## src/rtl/pipe_cla_addsub.sv

```systemverilog
// pipe_cla_addsub
//   Pipelined carry-lookahead adder/subtractor. The operand is cut into
//   N = WIDTH/BLOCK slices. Each slice is added in its own pipeline stage.
//   The block carry is registered between stages. The last stage also
//   produces the flags and applies optional signed saturation. A global
//   advance enable gives a valid/ready handshake with one operation per
//   cycle and N cycles of latency.
//
// Parameters
//   WIDTH  operand/result width in bits
//   BLOCK  bits per lookahead block and per pipeline stage (divides WIDTH, >= 4)
//
// Ports
//   clock      rising-edge clock
//   reset      asynchronous, active-high reset
//   in_valid   operation presented
//   in_ready   pipeline accepts the operation this cycle
//   x, y       operands A and B
//   c0         carry-in for add (ignored when sub=1)
//   sub        1: compute x - y
//   sat        1: saturate the result on signed overflow
//   out_valid  result valid
//   out_ready  consumer accepts the result
//   s          result
//   ovf        raw signed overflow (reported even when saturated)
//   cout       unsigned carry-out of the MSB
//   zero       final s == 0

module pipe_cla_addsub #(
    parameter int WIDTH = 32,
    parameter int BLOCK = 8
) (
    input  logic             clock,
    input  logic             reset,
    input  logic             in_valid,
    output logic             in_ready,
    input  logic [WIDTH-1:0] x,
    input  logic [WIDTH-1:0] y,
    input  logic             c0,
    input  logic             sub,
    input  logic             sat,
    output logic             out_valid,
    input  logic             out_ready,
    output logic [WIDTH-1:0] s,
    output logic             ovf,
    output logic             cout,
    output logic             zero
);

    localparam int N = WIDTH / BLOCK;

    if (((WIDTH % BLOCK) != 0) || (BLOCK < 4)) begin : g_bad_params
        $fatal(1, "pipe_cla_addsub: BLOCK must divide WIDTH and be at least 4");
    end

    // The whole pipeline moves together. It stalls only when a finished result
    // is waiting and the consumer does not take it.
    logic en;
    assign en       = ~out_valid | out_ready;
    assign in_ready = en;

    // One lookahead block. Carries are formed in sum-of-products form inside
    // each 4-bit group. The carry entering a group comes from the group below.
    // That carry is itself the group generate/propagate lookahead term.
    // A short top group is handled when BLOCK is not a multiple of 4.
    // The result is {carry out, sum}.
    function automatic logic [BLOCK:0] cla_block(input logic [BLOCK-1:0] a,
                                                 input logic [BLOCK-1:0] b,
                                                 input logic             ci);
        logic [BLOCK-1:0] g;
        logic [BLOCK-1:0] p;
        logic [BLOCK:0]   c;
        logic             term;
        logic             pp;
        int               gb;
        g    = a & b;
        p    = a ^ b;
        c    = '0;
        c[0] = ci;
        for (int i = 0; i < BLOCK; i++) begin
            gb   = (i / 4) * 4;
            term = 1'b0;
            pp   = 1'b1;
            for (int m = i; m >= gb; m--) begin
                term = term | (g[m] & pp);
                pp   = pp & p[m];
            end
            c[i+1] = term | (pp & c[gb]);
        end
        return {c[BLOCK], p ^ c[BLOCK-1:0]};
    endfunction

    // Stages 0..N-2. Each one adds its slice and registers the slice sum
    // together with the completed low result and the carry. It also registers
    // the operand bits not yet consumed, so they reach the stage that uses
    // them. y is kept raw and inverted slice by slice under the skewed sub bit.
    for (genvar k = 0; k < N - 1; k++) begin : g_stage
        localparam int REM = WIDTH - (k + 1) * BLOCK;

        logic                     v_r;
        logic                     c_r;
        logic                     sub_r;
        logic                     sat_r;
        logic [(k+1)*BLOCK-1:0]   sum_r;
        logic [REM-1:0]           x_r;
        logic [REM-1:0]           y_r;
        logic [BLOCK:0]           blk;

        if (k == 0) begin : g_head
            assign blk = cla_block(x[BLOCK-1:0], y[BLOCK-1:0] ^ {BLOCK{sub}}, sub | c0);

            // First stage register. It is loaded straight from the ports, and
            // the subtract carry-in of 1 is folded into the first block.
            always_ff @(posedge clock or posedge reset) begin
                if (reset) begin
                    v_r   <= 1'b0;
                    c_r   <= 1'b0;
                    sub_r <= 1'b0;
                    sat_r <= 1'b0;
                    sum_r <= '0;
                    x_r   <= '0;
                    y_r   <= '0;
                end else if (en) begin
                    v_r   <= in_valid;
                    c_r   <= blk[BLOCK];
                    sub_r <= sub;
                    sat_r <= sat;
                    sum_r <= blk[BLOCK-1:0];
                    x_r   <= x[WIDTH-1:BLOCK];
                    y_r   <= y[WIDTH-1:BLOCK];
                end
            end
        end else begin : g_body
            assign blk = cla_block(g_stage[k-1].x_r[BLOCK-1:0],
                                   g_stage[k-1].y_r[BLOCK-1:0] ^ {BLOCK{g_stage[k-1].sub_r}},
                                   g_stage[k-1].c_r);

            // Middle stage register. The new slice sum is appended above the
            // slices already finished, and the lowest remaining operand slice
            // is dropped.
            always_ff @(posedge clock or posedge reset) begin
                if (reset) begin
                    v_r   <= 1'b0;
                    c_r   <= 1'b0;
                    sub_r <= 1'b0;
                    sat_r <= 1'b0;
                    sum_r <= '0;
                    x_r   <= '0;
                    y_r   <= '0;
                end else if (en) begin
                    v_r   <= g_stage[k-1].v_r;
                    c_r   <= blk[BLOCK];
                    sub_r <= g_stage[k-1].sub_r;
                    sat_r <= g_stage[k-1].sat_r;
                    sum_r <= {blk[BLOCK-1:0], g_stage[k-1].sum_r};
                    x_r   <= g_stage[k-1].x_r[REM+BLOCK-1:BLOCK];
                    y_r   <= g_stage[k-1].y_r[REM+BLOCK-1:BLOCK];
                end
            end
        end
    end

    // Inputs to the last stage. They come from the ports when the pipeline is
    // a single stage, and from the last intermediate register otherwise.
    logic             last_v;
    logic             last_sat;
    logic             last_ci;
    logic [BLOCK-1:0] last_a;
    logic [BLOCK-1:0] last_b;
    logic [BLOCK:0]   blk_last;
    logic [WIDTH-1:0] raw_sum;

    if (N == 1) begin : g_single
        assign last_v   = in_valid;
        assign last_sat = sat;
        assign last_ci  = sub | c0;
        assign last_a   = x[BLOCK-1:0];
        assign last_b   = y[BLOCK-1:0] ^ {BLOCK{sub}};
        assign raw_sum  = blk_last[BLOCK-1:0];
    end else begin : g_multi
        assign last_v   = g_stage[N-2].v_r;
        assign last_sat = g_stage[N-2].sat_r;
        assign last_ci  = g_stage[N-2].c_r;
        assign last_a   = g_stage[N-2].x_r;
        assign last_b   = g_stage[N-2].y_r ^ {BLOCK{g_stage[N-2].sub_r}};
        assign raw_sum  = {blk_last[BLOCK-1:0], g_stage[N-2].sum_r};
    end

    assign blk_last = cla_block(last_a, last_b, last_ci);

    // The carry into the MSB is recovered from the MSB sum bit. The block
    // function therefore returns only its carry out.
    logic             c_top;
    logic             c_msb;
    logic             ovf_next;
    logic [WIDTH-1:0] sat_value;
    logic [WIDTH-1:0] s_next;

    assign c_top     = blk_last[BLOCK];
    assign c_msb     = last_a[BLOCK-1] ^ last_b[BLOCK-1] ^ blk_last[BLOCK-1];
    assign ovf_next  = c_msb ^ c_top;
    assign sat_value = last_a[BLOCK-1] ? {1'b1, {(WIDTH-1){1'b0}}}
                                       : {1'b0, {(WIDTH-1){1'b1}}};
    assign s_next    = (last_sat && ovf_next) ? sat_value : raw_sum;

    // Output register. It holds while the consumer stalls, so the result and
    // flags stay stable until accepted. The zero flag tests the value actually
    // delivered, which is the value after saturation.
    always_ff @(posedge clock or posedge reset) begin
        if (reset) begin
            out_valid <= 1'b0;
            s         <= '0;
            ovf       <= 1'b0;
            cout      <= 1'b0;
            zero      <= 1'b0;
        end else if (en) begin
            out_valid <= last_v;
            s         <= s_next;
            ovf       <= ovf_next;
            cout      <= c_top;
            zero      <= (s_next == '0);
        end
    end

endmodule

```

## config.mk

```make
export PLATFORM = sky130hd
export DESIGN_NAME = pipe_cla_addsub
export DESIGN_NICKNAME = d
export VERILOG_FILES = /design/src/rtl/pipe_cla_addsub.sv
export SDC_FILE = /design/constraint.sdc
export NUM_CORES = 1
export LEC_CHECK = 0
export CAP_MARGIN = 25
export CORE_UTILIZATION = 35
export CTS_BUF_LIST = sky130_fd_sc_hd__clkbuf_4 sky130_fd_sc_hd__clkbuf_8
export DETAILED_ROUTE_END_ITERATION = 8
export GPL_TIMING_DRIVEN = 0
export PLACE_DENSITY = 0.62
export SLEW_MARGIN = 0
export SYNTH_ARGS = -nofsm -noshare
export SYNTH_HDL_FRONTEND = slang
export SYNTH_SLANG_ARGS = --single-unit
```

## constraint.sdc

```tcl
create_clock -name clock -period 8.46 [get_ports clock]
set_input_delay 2.538 -clock clock [delete_from_list [all_inputs] [get_ports clock]]
set_output_delay 2.538 -clock clock [all_outputs]
set_load 0.02 [all_outputs]
```

==> out/results.txt, run 1 <==
worst hold slack: 0.4739 ns
synthesized area: 8960 sq um
root buffer cell: clkbuf_8
total gr overflow: 0
vias in the first global route: 6641
kind of critical path: in -> out
commonest cells in the netlist: nand2_1, dfrtp_1, nor2_1
Die X: 162 microns
CTS tree: yes
final setup vio count: 0
Synth Flop Type: dfrtp_1
pre-CTS setup slack: 1.186 ns
first-pass GRT wire length: 34.05 mm
top cells by area, synth: dfrtp_1, nand2_1, xor2_1
Yosys warning total: 0
crit path DAT: 4.74 ns
worst skew pair latency: 0.47 ns
Mapped Cells: 987
RePlAce Congestion: 0.8587
Initial Util: 35.58%
Lkg Pwr: 5.265 nW
reg2reg path depth: 13
CTS Hold Bufs: 0
Max Freq: 137.4 MHz
Final Hold Fails: 0
I/O Buffers: 107
P per Cell Area: 409.4 nW/um^2
Reg2Reg Setup Slack: 5.19 ns
post-CTS setup buffers: 0
I/O pin cnt: 108
worst-margin pin slew: 0.7844 ns
fillcell total: 2588
Setup Skew: 0.01112 ns
initial antenna violation count: 0
average wire per standard cell: 14.08 microns
max-capacitance violation count: 0
NumNets Final: 1225
maximum fanout along the worst path: 10
final setup margin: 1.179 ns
final max-slew violation count: 0
post-route clock period utilization: 86.06%
Via density: 4.604
Max-Slew Margin vs Limit: 47.71%
min cycle time layout: 7.281 ns
Die Footprint: 26240 sq um
leading area contributor after synthesis: dfrtp_1
worst path required time: 5.92 ns
post-route ant nets: 0
All-Layer GR Usage: 16.67%
count leader, synth: nand2_1
drt first-iter violations: 458
Crit. End Element: primary output
CTS H-Tree Depth: 4
routed vias: 6708
share of layout cells above drive strength 1: 6.921%
#FFs+latches synth: 192
share of the synthesized area in the top cell type: 53.62%
Num CTS Buffers: 17
Post-synth EDFFs: 0
hpwl dp: 15.55 mm
Setup TNS: 0 ns
Routed WL: 20.51 mm
Hold Path Class: reg -> reg
synthesis-to-layout area growth: 21.51%
Sink Count: 192
Async S/R FF share, synth: 100.0%
outcome: completed
CORE AREA: 25180 sq um
syn_area_per_cell: 9.078 sq um
worst vdd ir: 0.1720 mV
drt drc: 0
Net Count, Synth: 1098
largest net degree at the start of global routing: 108
PostCTS Resize Cnt: 0
Reg clk slew, reported paths: 0.10 ns
Antenna diodes: 0
CTS max path bufs: 2
DIE HEIGHT: 162 microns
hold depth: 2
Seq/Total Area, Yosys: 53.62%
RSZ-0062 raised after global routing: no
Startpoint Class: input pin
Row Count: 58
first drt pass iteration count: 8
Yosys cell types: 48
layer usage:
| metal | global-route usage, % | wire length (microns) | vias up |
|---|---|---|---|
| met4 | 4.417 | 194 | 0 |
| met2 | 26.59 | 9467 | 131 |
| met5 | 0 | 0 | - |
| met1 | 23.23 | 10130 | 3164 |
| li1 | - | - | 3398 |
| met3 | 3.090 | 721 | 15 |
critical path, stage by stage:
cell and delay [ns]:
clkdlybuf4s50_1 0.45, nor2b_1 0.09, inv_1 0.09, clkbuf_1 0.41, clkbuf_1 0.42, clkdlybuf4s50_1 0.74
final timing paths:
path                                                      from                        endpoint
worst max-delay path                                 out_ready                        in_ready
worst min-delay path            g_stage[1].x_r[14]$_DFFE_PP0P_  g_stage[1].x_r[14]$_DFFE_PP0P_
worst max register to register    g_stage[2].sub_r$_DFFE_PP0P_                zero$_DFFE_PP0P_
worst min register to register  g_stage[1].x_r[14]$_DFFE_PP0P_  g_stage[1].x_r[14]$_DFFE_PP0P_
max in group asynchronous                                reset  g_stage[0].x_r[13]$_DFFE_PP0P_
min in group asynchronous                                reset               s[28]$_DFFE_PP0P_
flip-flops by register name, summed over array words and instances, names as in the netlist:
register	count
zero	1
g_stage.c_r	3
g_stage.sub_r	3
ovf	1
g_stage.y_r	48
cout	1
out_valid	1
g_stage.sat_r	3
g_stage.sum_r	48
s	32
g_stage.x_r	48
g_stage.v_r	3
power breakdown:
part / leakage [nW] / internal, W / switching [W] / total (W)
Clock: 0.198 / 0.000261 / 0.000350 / 0.000611
Combinational: 2.77 / 0.000936 / 0.00131 / 0.00224
Sequential: 2.30 / 0.00133 / 0.000274 / 0.00160
cells by family after synthesis:
group,after synthesis,synth area share (%)
adders and majority gates,40,6.256
buffers and inverters,74,3.589
AOI/OAI and AO/OA,107,8.477
xor gates and xnor gates,52,5.083
and+or+nand+nor,519,22.64
DFF,192,53.62
muxes,3,0.3352
layout by cell type, fill, tap and decap left out, types with 8 or more instances in the layout:
cell type	instances
fa_1	8
o21ai_2	22
a21oi_1	29
clkbuf_1	36
nor2_1	70
clkdlybuf4s50_1	107
nand2_1	419
buf_2	9
dfrtp_1	192
clkbuf_8	19
nor4_1	10
inv_1	26
xor2_1	47
ha_1	32
o21ai_0	22
layout make-up:
type                       count  area (sq um)  area share [%]
timing repair buffer         108          1099           10.09
clock inverter                13         146.4           1.345
clock buffer                  19         261.5           2.402
multi-input combinational    721          3834           35.21
tap                          330         412.9           3.793
sequential                   192          4805           44.13
inverter                      27         108.9          0.9999
buffer                        47         220.2           2.023
through the flow:
stage	util (%)	total power [W]	cells	area, sq um
after floorplan	-	0.003161	987	8960
after global placement	41.47	0.003824	1424	10440
after detailed placement	41.61	0.003881	1425	10480
after CTS	43.23	0.004497	1457	10890
after global routing	43.23	0.004844	1457	10890
final	43.23	0.004457	1457	10890
Power figures use the tool's default switching activity.
==> run 2: changes to the inputs <==
--- a/config.mk
+++ b/config.mk
@@ -6,12 +6,13 @@
 export NUM_CORES = 1
 export LEC_CHECK = 0
 export CAP_MARGIN = 25
+export CORE_ASPECT_RATIO = 0.75
 export CORE_UTILIZATION = 35
 export CTS_BUF_LIST = sky130_fd_sc_hd__clkbuf_4 sky130_fd_sc_hd__clkbuf_8
 export DETAILED_ROUTE_END_ITERATION = 8
+export DONT_BUFFER_PORTS = 1
 export GPL_TIMING_DRIVEN = 0
-export PLACE_DENSITY = 0.62
-export SLEW_MARGIN = 0
+export PLACE_DENSITY = 0.57
 export SYNTH_ARGS = -nofsm -noshare
 export SYNTH_HDL_FRONTEND = slang
 export SYNTH_SLANG_ARGS = --single-unit
==> run 2 against run 1 <==
  * Die area hardly changed
  * Clock skew increased by 0.0017 ns
  * Utilization decreased by 3.9 points
  * Hold slack got worse by 0.0014 ns
  * Wire length is 4.0% higher
  * Total power shrank 2.2%
  * Cell count decreased by 6.8%
  * Global-route usage grew 0.37 points
  * Maximum frequency increased by 17%
  * Sequential share of layout area increased by 4.6 points
  * Sequential power grew 8%
  * Largest cell class unchanged
==> out/results.txt, run 2 (synthesis results as in run 1) <==
Sink Count: 192 (unchanged)
CP Cell Sequence: nor2b_1 > inv_1 > clkbuf_1 > clkbuf_1
CP startpoint: out_ready
CTS max path bufs: 2 (unchanged)
RR Startpoint: g_stage[2].sub_r$_DFFE_PP0P_
fillcell total: 2595 (+0.27%)
largest net degree at the start of global routing: 102 (-5.6%)
kind of critical path: in -> out
crit-path max cell delay: 0.59 ns (-0.15 ns)
I/O Buffers: 0 (-100%)
Die X: 186.8 microns (+15%)
crit path DAT: 3.67 ns (-1.07 ns)
terminus of the critical flop-to-flop path: zero$_DFFE_PP0P_
Max-Slew Margin vs Limit: 44.45% (-3.3 points)
maximum fanout along the worst path: 10 (unchanged)
cell family contributing the most delay on the critical path: buffers and inverters
CTS H-Tree Depth: 4 (unchanged)
CTS tree: yes
I/O pin cnt: 108 (unchanged)
post-route clock period utilization: 73.34% (-13 points)
final max-slew violation count: 0 (unchanged)
final setup vio count: 0 (unchanged)
reg2reg path depth: 13 (unchanged)
Buf/Inv on CP: 3 (-2)
Hold Path Class: reg -> reg
initial antenna violation count: 0 (unchanged)
most frequent CP cell: clkbuf_1
Die Footprint: 26250 sq um (about the same)
hold depth: 2 (unchanged)
outcome: completed
All-Layer GR Usage: 17.05% (+0.37 points)
share of layout cells above drive strength 1: 7.647% (+0.73 points)
vias in the first global route: 6135 (-7.6%)
RSZ-0062 raised after global routing: no
routed vias: 6318 (-5.8%)
first-pass GRT wire length: 34.41 mm (+1.1%)
most common cell after layout, fill and taps aside: nand2_1
average wire per standard cell: 15.71 microns (+12%)
worst vdd ir: 0.1495 mV (-13%)
Row Count: 50 (-14%)
Critical-path top delay cell: clkbuf_1
DIE HEIGHT: 140.6 microns (-13%)
hpwl dp: 15.91 mm (+2.3%)
Max Freq: 161.2 MHz (+17%)
WP depth: 4 (-2)
min cycle time layout: 6.205 ns (-1.076 ns)
Num CTS Buffers: 17 (unchanged)
post-route ant nets: 0 (unchanged)
root buffer cell: clkbuf_8
Via density: 4.652 (+1.1%)
total gr overflow: 0 (unchanged)
Routed WL: 21.33 mm (+4.0%)
Final Hold Fails: 0 (unchanged)
worst skew pair latency: 0.48 ns (about the same)
most frequent cells in the layout: nand2_1, dfrtp_1, nor2_1
CORE AREA: 25020 sq um (-0.63%)
Top Registers: g_stage.sum_r (48), g_stage.x_r (48), g_stage.y_r (48)
CTS Hold Bufs: 0 (unchanged)
Lkg Pwr: 4.867 nW (-7.5%)
Initial Util: 35.80% (+0.22 points)
first drt pass iteration count: 5 (-3)
Setup TNS: 0 ns (unchanged)
Antenna diodes: 0 (unchanged)
drt drc: 0 (unchanged)
P per Cell Area: 442.4 nW/um^2 (+8.1%)
Multi-input gate area: 3834 sq um (unchanged)
NumNets Final: 1118 (-8.7%)
synthesis-to-layout area growth: 9.929%
drt first-iter violations: 450 (-1.7%)
worst hold slack: 0.4725 ns (-0.001397 ns)
post-CTS setup buffers: 0 (unchanged)
Reg2Reg Setup Slack: 5.12 ns (-0.07 ns)
worst-margin pin slew: 0.8332 ns (+0.04880 ns)
Setup Skew: 0.01286 ns (+0.001733 ns)
RePlAce Congestion: 0.8135 (-5.3%)
worst path required time: 5.92 ns (about the same)
Storage cell area: 4805 sq um (unchanged)
Hold Path Origin: g_stage[0].x_r[16]$_DFFE_PP0P_
Crit. End Element: primary output
Startpoint Class: input pin
PostCTS Resize Cnt: 0 (unchanged)
WHS Endpoint: g_stage[0].x_r[16]$_DFFE_PP0P_
max-capacitance violation count: 0 (unchanged)
Reg clk slew, reported paths: 0.09 ns (about the same)
[run 2: cell types whose count changed in the layout (fill, tap and decap cells not counted), sizes merged]
cell / previous run / this run
clkinvlp: 3 / 1
clkbuf: 55 / 53
clkinv: 3 / 4
inv: 33 / 34
clkdlybuf4s50: 107 / 0
bufinv: 1 / 3
[run 2: worst max path at each step]
stage                     slack (ns)                       endpoint
after detailed placement        2.24                       in_ready
after CTS                       2.24                       in_ready
after global placement         -1.64  g_stage[0].y_r[2]$_DFFE_PP0P_
after global routing            2.15                       in_ready
after floorplan                 0.69               cout$_DFFE_PP0P_
final                           2.26                       in_ready
[run 2: where the power goes]
group	total [W]	leakage [nW]	switching [W]	internal (W)
sequential	0.00173	2.30	0.000403	0.00133
clock	0.000662	0.217	0.000359	0.000303
combinational	0.00196	2.35	0.00119	0.000770
[run 2: layout make-up]
cell class              count  area share (%)
plain buffers              47           2.236
clock buffers              17           2.376
clock inverters            15           2.007
inverters                  27           1.105
multi-input cells         721           38.92
flip-flops and latches    192           48.78
well taps                 338           4.294
repair buffers              1          0.2795
[run 2: tightest hold or removal path, cell delays in order (launching register included)]
cell and delay (ns):
dfrtp_1 0.35, nand2_1 0.05, nand2_1 0.04
[run 2: layer usage]
| metal | vias to the layer above | global-route usage [%] | wire length (microns) |
|---|---|---|---|
| li1 | 3178 | - | - |
| met1 | 2989 | 25.76 | 11410 |
| met4 | 0 | 3.624 | 141 |
| met5 | - | 0 | 0 |
| met2 | 142 | 23.45 | 8409 |
| met3 | 9 | 5.387 | 1366 |
[run 2: metrics by stage]
stage               total power [W]  util [%]  std cells  worst slack [ns]  area, sq um
global placement           0.003675     37.50       1325            -1.636         9383
CTS                        0.004391     39.36       1358             2.236         9849
global route               0.004760     39.36       1358             2.155         9849
detailed placement         0.003717     37.64       1326             2.236         9418
floorplan                  0.003161         -        987            0.6948         8960
finish                     0.004357     39.36       1358             2.255         9849
